===== config.mk =====
export PLATFORM = sky130hd
export DESIGN_NAME = reversible_inverse_unit
export DESIGN_NICKNAME = d
export VERILOG_FILES = /design/src/rtl/reversible_inverse_unit.sv
export SDC_FILE = /design/constraint.sdc
export NUM_CORES = 1
export LEC_CHECK = 0
export BUFFER_PORTS_ARGS = -buffer_cell sky130_fd_sc_hd__buf_2
export CAP_MARGIN = 15
export CORE_MARGIN = 10
export CORE_UTILIZATION = 60
export DETAILED_ROUTE_END_ITERATION = 8
export GPL_TIMING_DRIVEN = 1
export MAX_ROUTING_LAYER = met4
export PLACE_DENSITY_LB_ADDON = 0.2
export SKIP_LAST_GASP = 1
export SYNTH_ARGS = -nofsm -noshare
export SYNTH_HDL_FRONTEND = slang
export SYNTH_SLANG_ARGS = --single-unit

===== constraint.sdc =====
create_clock -name clk -period 8.3 [get_ports clk]
set_clock_uncertainty 0.15 [all_clocks]
set_input_delay 0.83 -clock clk [delete_from_list [all_inputs] [get_ports clk]]
set_output_delay 0.83 -clock clk [all_outputs]
set_load 0.05 [all_outputs]

===== src/rtl/reversible_inverse_unit.sv =====
// Inverts Fredkin / Peres / Feynman gate outputs back to (A, B, C), one LANE_W slice per cycle.
// Results are published all at once when the last slice finishes, then held until the next word completes.
module reversible_inverse_unit #(
  parameter int WIDTH  = 32,
  parameter int LANE_W = 8
) (
  input  logic             clk,
  input  logic             rst_n,
  input  logic             in_valid,
  output logic             in_ready,
  input  logic [1:0]       in_gate,
  input  logic [WIDTH-1:0] in_p,
  input  logic [WIDTH-1:0] in_q,
  input  logic [WIDTH-1:0] in_r,
  output logic             out_valid,
  input  logic             out_ready,
  output logic [WIDTH-1:0] out_a,
  output logic [WIDTH-1:0] out_b,
  output logic [WIDTH-1:0] out_c,
  output logic             out_err,
  output logic [15:0]      words_done
);

  // state | meaning
  // IDLE  | waiting for a word, in_ready high
  // RUN   | inverting slice k (LSB first)
  // DONE  | holding result, out_valid high
  typedef enum logic [1:0] {IDLE, RUN, DONE} state_t;

  localparam int N  = WIDTH / LANE_W;
  localparam int KW = (N > 1) ? $clog2(N) : 1;

  state_t            state, state_nxt;
  logic [KW-1:0]     k;
  logic [1:0]        gate_q;
  logic [WIDTH-1:0]  p_q, q_q, r_q;
  logic [WIDTH-1:0]  work_a, work_b, work_c;
  logic [WIDTH-1:0]  work_a_nxt, work_b_nxt, work_c_nxt;
  logic [LANE_W-1:0] sp, sq, sr, sa, sb, sc;
  logic              last;
  int                base;

  assign last = (k == KW'(N - 1));

  always_comb begin
    base = int'(k) * LANE_W;
    sp   = p_q[base +: LANE_W];
    sq   = q_q[base +: LANE_W];
    sr   = r_q[base +: LANE_W];
    sa   = sp;
    sb   = '0;
    sc   = '0;
    case (gate_q)
      2'd0: begin
        sb = (~sp & sq) | (sp & sr);
        sc = (~sp & sr) | (sp & sq);
      end
      2'd1: begin
        sb = sp ^ sq;
        sc = sr ^ (sp & (sp ^ sq));
      end
      2'd2: begin
        sb = sp ^ sq;
        sc = sr;
      end
      default: sa = '0;
    endcase
    work_a_nxt = work_a;
    work_b_nxt = work_b;
    work_c_nxt = work_c;
    work_a_nxt[base +: LANE_W] = sa;
    work_b_nxt[base +: LANE_W] = sb;
    work_c_nxt[base +: LANE_W] = sc;
  end

  always_comb begin
    state_nxt = state;
    in_ready  = 1'b0;
    out_valid = 1'b0;
    case (state)
      IDLE: begin
        in_ready = 1'b1;
        if (in_valid) state_nxt = RUN;
      end
      RUN:  if (last) state_nxt = DONE;
      DONE: begin
        out_valid = 1'b1;
        if (out_ready) state_nxt = IDLE;
      end
      default: state_nxt = IDLE;
    endcase
  end

  always_ff @(posedge clk or negedge rst_n) begin
    if (!rst_n) begin
      state      <= IDLE;
      k          <= '0;
      gate_q     <= '0;
      p_q        <= '0;
      q_q        <= '0;
      r_q        <= '0;
      work_a     <= '0;
      work_b     <= '0;
      work_c     <= '0;
      out_a      <= '0;
      out_b      <= '0;
      out_c      <= '0;
      out_err    <= 1'b0;
      words_done <= '0;
    end else begin
      state <= state_nxt;
      case (state)
        IDLE: if (in_valid) begin
          p_q    <= in_p;
          q_q    <= in_q;
          r_q    <= in_r;
          gate_q <= in_gate;
          k      <= '0;
        end
        RUN: begin
          work_a <= work_a_nxt;
          work_b <= work_b_nxt;
          work_c <= work_c_nxt;
          k      <= last ? '0 : k + 1'b1;
          if (last) begin
            out_a   <= work_a_nxt;
            out_b   <= work_b_nxt;
            out_c   <= work_c_nxt;
            out_err <= (gate_q == 2'd3);
          end
        end
        DONE: if (out_ready && words_done != 16'hFFFF) words_done <= words_done + 16'd1;
        default: ;
      endcase
    end
  end

endmodule

==> results.cfg <==
[synth]
synth_area_mm2 = 0.01451
synth_seq_area_share_pct = 53.64
synth_nets = 1564
synth_edf_count = 0
syn_area_per_cell_um2 = 10.06
async_flop_share_pct = 100.0
synth-seq-cells = 311
synth_cell_types = 49
synth_cells = 1442
yosys_warnings = 0
ys.flop_type = dfrtp_1

[floorplan]
die_x_um = 175.5
initial_utilization_pct = 61.45
ios = 217
core_area_mm2 = 0.02361
die_area_mm2 = 0.03080
fp.dieH_um = 175.5
num_rows = 56

[sta]
slew_headroom_pct = 19.64
finalHoldViolations = 0
period_needed_ps = 3672
grt_setup_unrepaired = no
max_slew.worst_pin.slew_ps = 1203
period_share_pct = 44.25
clock.fmax_mhz = 272.3
tns_ps = 0
slew_violations = 0
setup_ws_ps = 4628
setup_viol = 0

[clocking]
cts_buffers = 34
clkSinkCount = 311
post-cts-setup-buffers = 0
cts_buffer_depth = 3
insertion_delay_ps = 510
cts_tree = done
root_buffer = clkbuf_16
clk_pin_slew_ps = 60
cts_resized = 0
htreeDepth = 2
ctsHoldBuffers = 0

[placement]
io_buffers = 216
dpl.hpwl_mm = 29.35
gp_congestion = 0.9275
place_ws_ps = 4617

[layout]
nets = 1743
final_common_cell = nand2_1
synthToLayoutAreaGrowth_pct = 15.49
layout-drive-gt1-share_pct = 19.12
most-common-layout-cells = nand2_1, dfrtp_1, buf_2, nor2_1, a221oi_1
nFillCells = 1772

[grt]
grt_pass1_wl_mm = 67.65
grt-ovfl-total = 0
grt_max_degree = 111
antenna_found_initial = 2
grt_use_total_pct = 28.37
grt_pass1_vias = 12280

[setup_path]
path_cells = buf_4 -> inv_1 -> ha_1 -> nand4bb_1 -> nor2_1 -> nand2_1 -> o221ai_1
cp-start-kind = flop
slowest_stage = nor2_1
crit_start = k[0]$_DFFE_PN0P_
required_ps = 8570
crit_fanout = 26
r2r-start = k[0]$_DFFE_PN0P_
critical_path_class = reg -> reg
cpPeakStageDelay_ps = 730
critical_path_cell_count = 7
critical_path.endpoint_type = flop
path_buf_inv = 2
crit_arrival_ps = 3940
path_delay_family = simple AND/OR/NAND/NOR gates
ff2ff_path_depth = 7

[routing]
via_per_inst = 6.218
ant_nets = 0
wire_per_inst_um = 21.81
vias = 12210
drtIter0Drc = 1257
drc_errors = 0
drt_first_pass_iters = 6
wl_mm = 42.81

[pwr]
comb_power_share_pct = 50.6
vdd_ir_drop_max_mv = 0.2960
internal_power_mw = 4.296
switching_share_pct = 47.78
p_sw_mw = 3.931
seq_power_share_pct = 32.1
p_clk_share_pct = 17.3
power_leakage_nw = 8.139
power_density_mw_per_mm2 = 491.0

[min_path]
holdCritPathClass = in -> async

[flow_run]
maxCapViolations = 0

[status]
status = completed
## layout make-up
type                       count  area (um2)  area share (%)
timing repair buffer         227        1174           7.004
clock buffer                  45       943.4           5.630
antenna                        2       5.005         0.02987
multi-input combinational   1027        6285           37.51
tap                          319       399.1           2.382
sequential                   311        7784           46.45
clock inverter                12       91.34          0.5451
inverter                      20       75.07          0.4480
## kinds of logic (layout without fill, tap and decap cells)
kind of cell | after synthesis | count (layout) | share of synthesized area, %
AND/OR/NAND/NOR | 647 | 647 | 19.02
flip-flops | 311 | 311 | 53.64
AO/OA/AOI/OAI | 297 | 297 | 15.57
buffers and inverters | 104 | 304 | 3.087
multiplexers | 51 | 51 | 6.235
adder cells (fa/ha/maj) | 20 | 20 | 1.725
XOR/XNOR | 12 | 12 | 0.7244
other | 0 | 2 | 0
## state kept, by name (all words and copies together), names as in the netlist
| name | cells |
|---|---|
| out_a | 32 |
| out_b | 32 |
| q_q | 32 |
| words_done | 16 |
| work_b | 32 |
| work_a | 32 |
| state | 2 |
| k | 2 |
| gate_q | 2 |
| r_q | 32 |
| work_c | 32 |
| out_c | 32 |
| out_err | 1 |
| p_q | 32 |
## stage by stage
step	instances	power (mW)	hold WS (ps)	util [%]	cell area, um2
floorplan	1442	5.577	287.3	-	14510
global placement	1903	6.612	299.8	66.53	15710
detailed placement	1903	6.725	303.7	66.53	15710
CTS	1960	8.177	278.3	70.91	16740
global route	1963	8.686	308.5	70.96	16760
finish	1963	8.227	228.5	70.96	16760
## routing by layer
layer	GRT usage [%]	routed length (um)	share of wire [%]	up-vias
met5	-	0	0	-
met4	13.56	2030	4.7	0
met3	5.318	3420	8.0	108
met2	44.48	20450	48	676
met1	35.15	16910	40	5954
li1	-	-	-	5467
## synthesized netlist by cell type (20+ instances only)
| master | instances | area share, % |
|---|---|---|
| nor2b_1 | 42 | 1.8 |
| clkbuf_1 | 61 | 1.6 |
| o21ai_0 | 46 | 1.6 |
| nor2_1 | 117 | 3.0 |
| nand2_1 | 409 | 11 |
| a221oi_1 | 61 | 3.7 |
| a21oi_1 | 42 | 1.4 |
| inv_1 | 20 | 0.52 |
| dfrtp_1 | 311 | 54 |
| ha_1 | 20 | 1.7 |
| a211oi_1 | 37 | 1.9 |
| o22a_1 | 32 | 1.9 |
| a22o_1 | 32 | 1.9 |
| o221ai_1 | 32 | 1.9 |
## power groups by stage
stage               combinational, mW  sequential (mW)  clock [mW]
floorplan                        2.27             3.30           0
global placement                 3.99             2.62           0
detailed placement               4.08             2.64           0
CTS                              4.11             2.63        1.44
global route                     4.47             2.71        1.50
finish                           4.16             2.64        1.42
## worst paths after layout
| kind | endpoint | slack (ps) |
|---|---|---|
| min reg2reg | work_b[20]$_DFFE_PN0P_ | 320 |
| min | out_a[7]$_DFFE_PN0P_ | 230 |
| max in group asynchronous | k[0]$_DFFE_PN0P_ | 6310 |
| min in group clk | work_b[20]$_DFFE_PN0P_ | 320 |
| max | work_c[0]$_DFFE_PN0P_ | 4630 |
| max reg2reg | work_c[0]$_DFFE_PN0P_ | 4630 |
## worst reg2reg max path: cells and delay by family (launching register included)
family          cells  cell delay (ps)
simple gates        3             1480
flops               1              620
buf+inv             2              580
fa+ha+maj           1              430
compound gates      1              320
(Power assumes the default switching activity.)
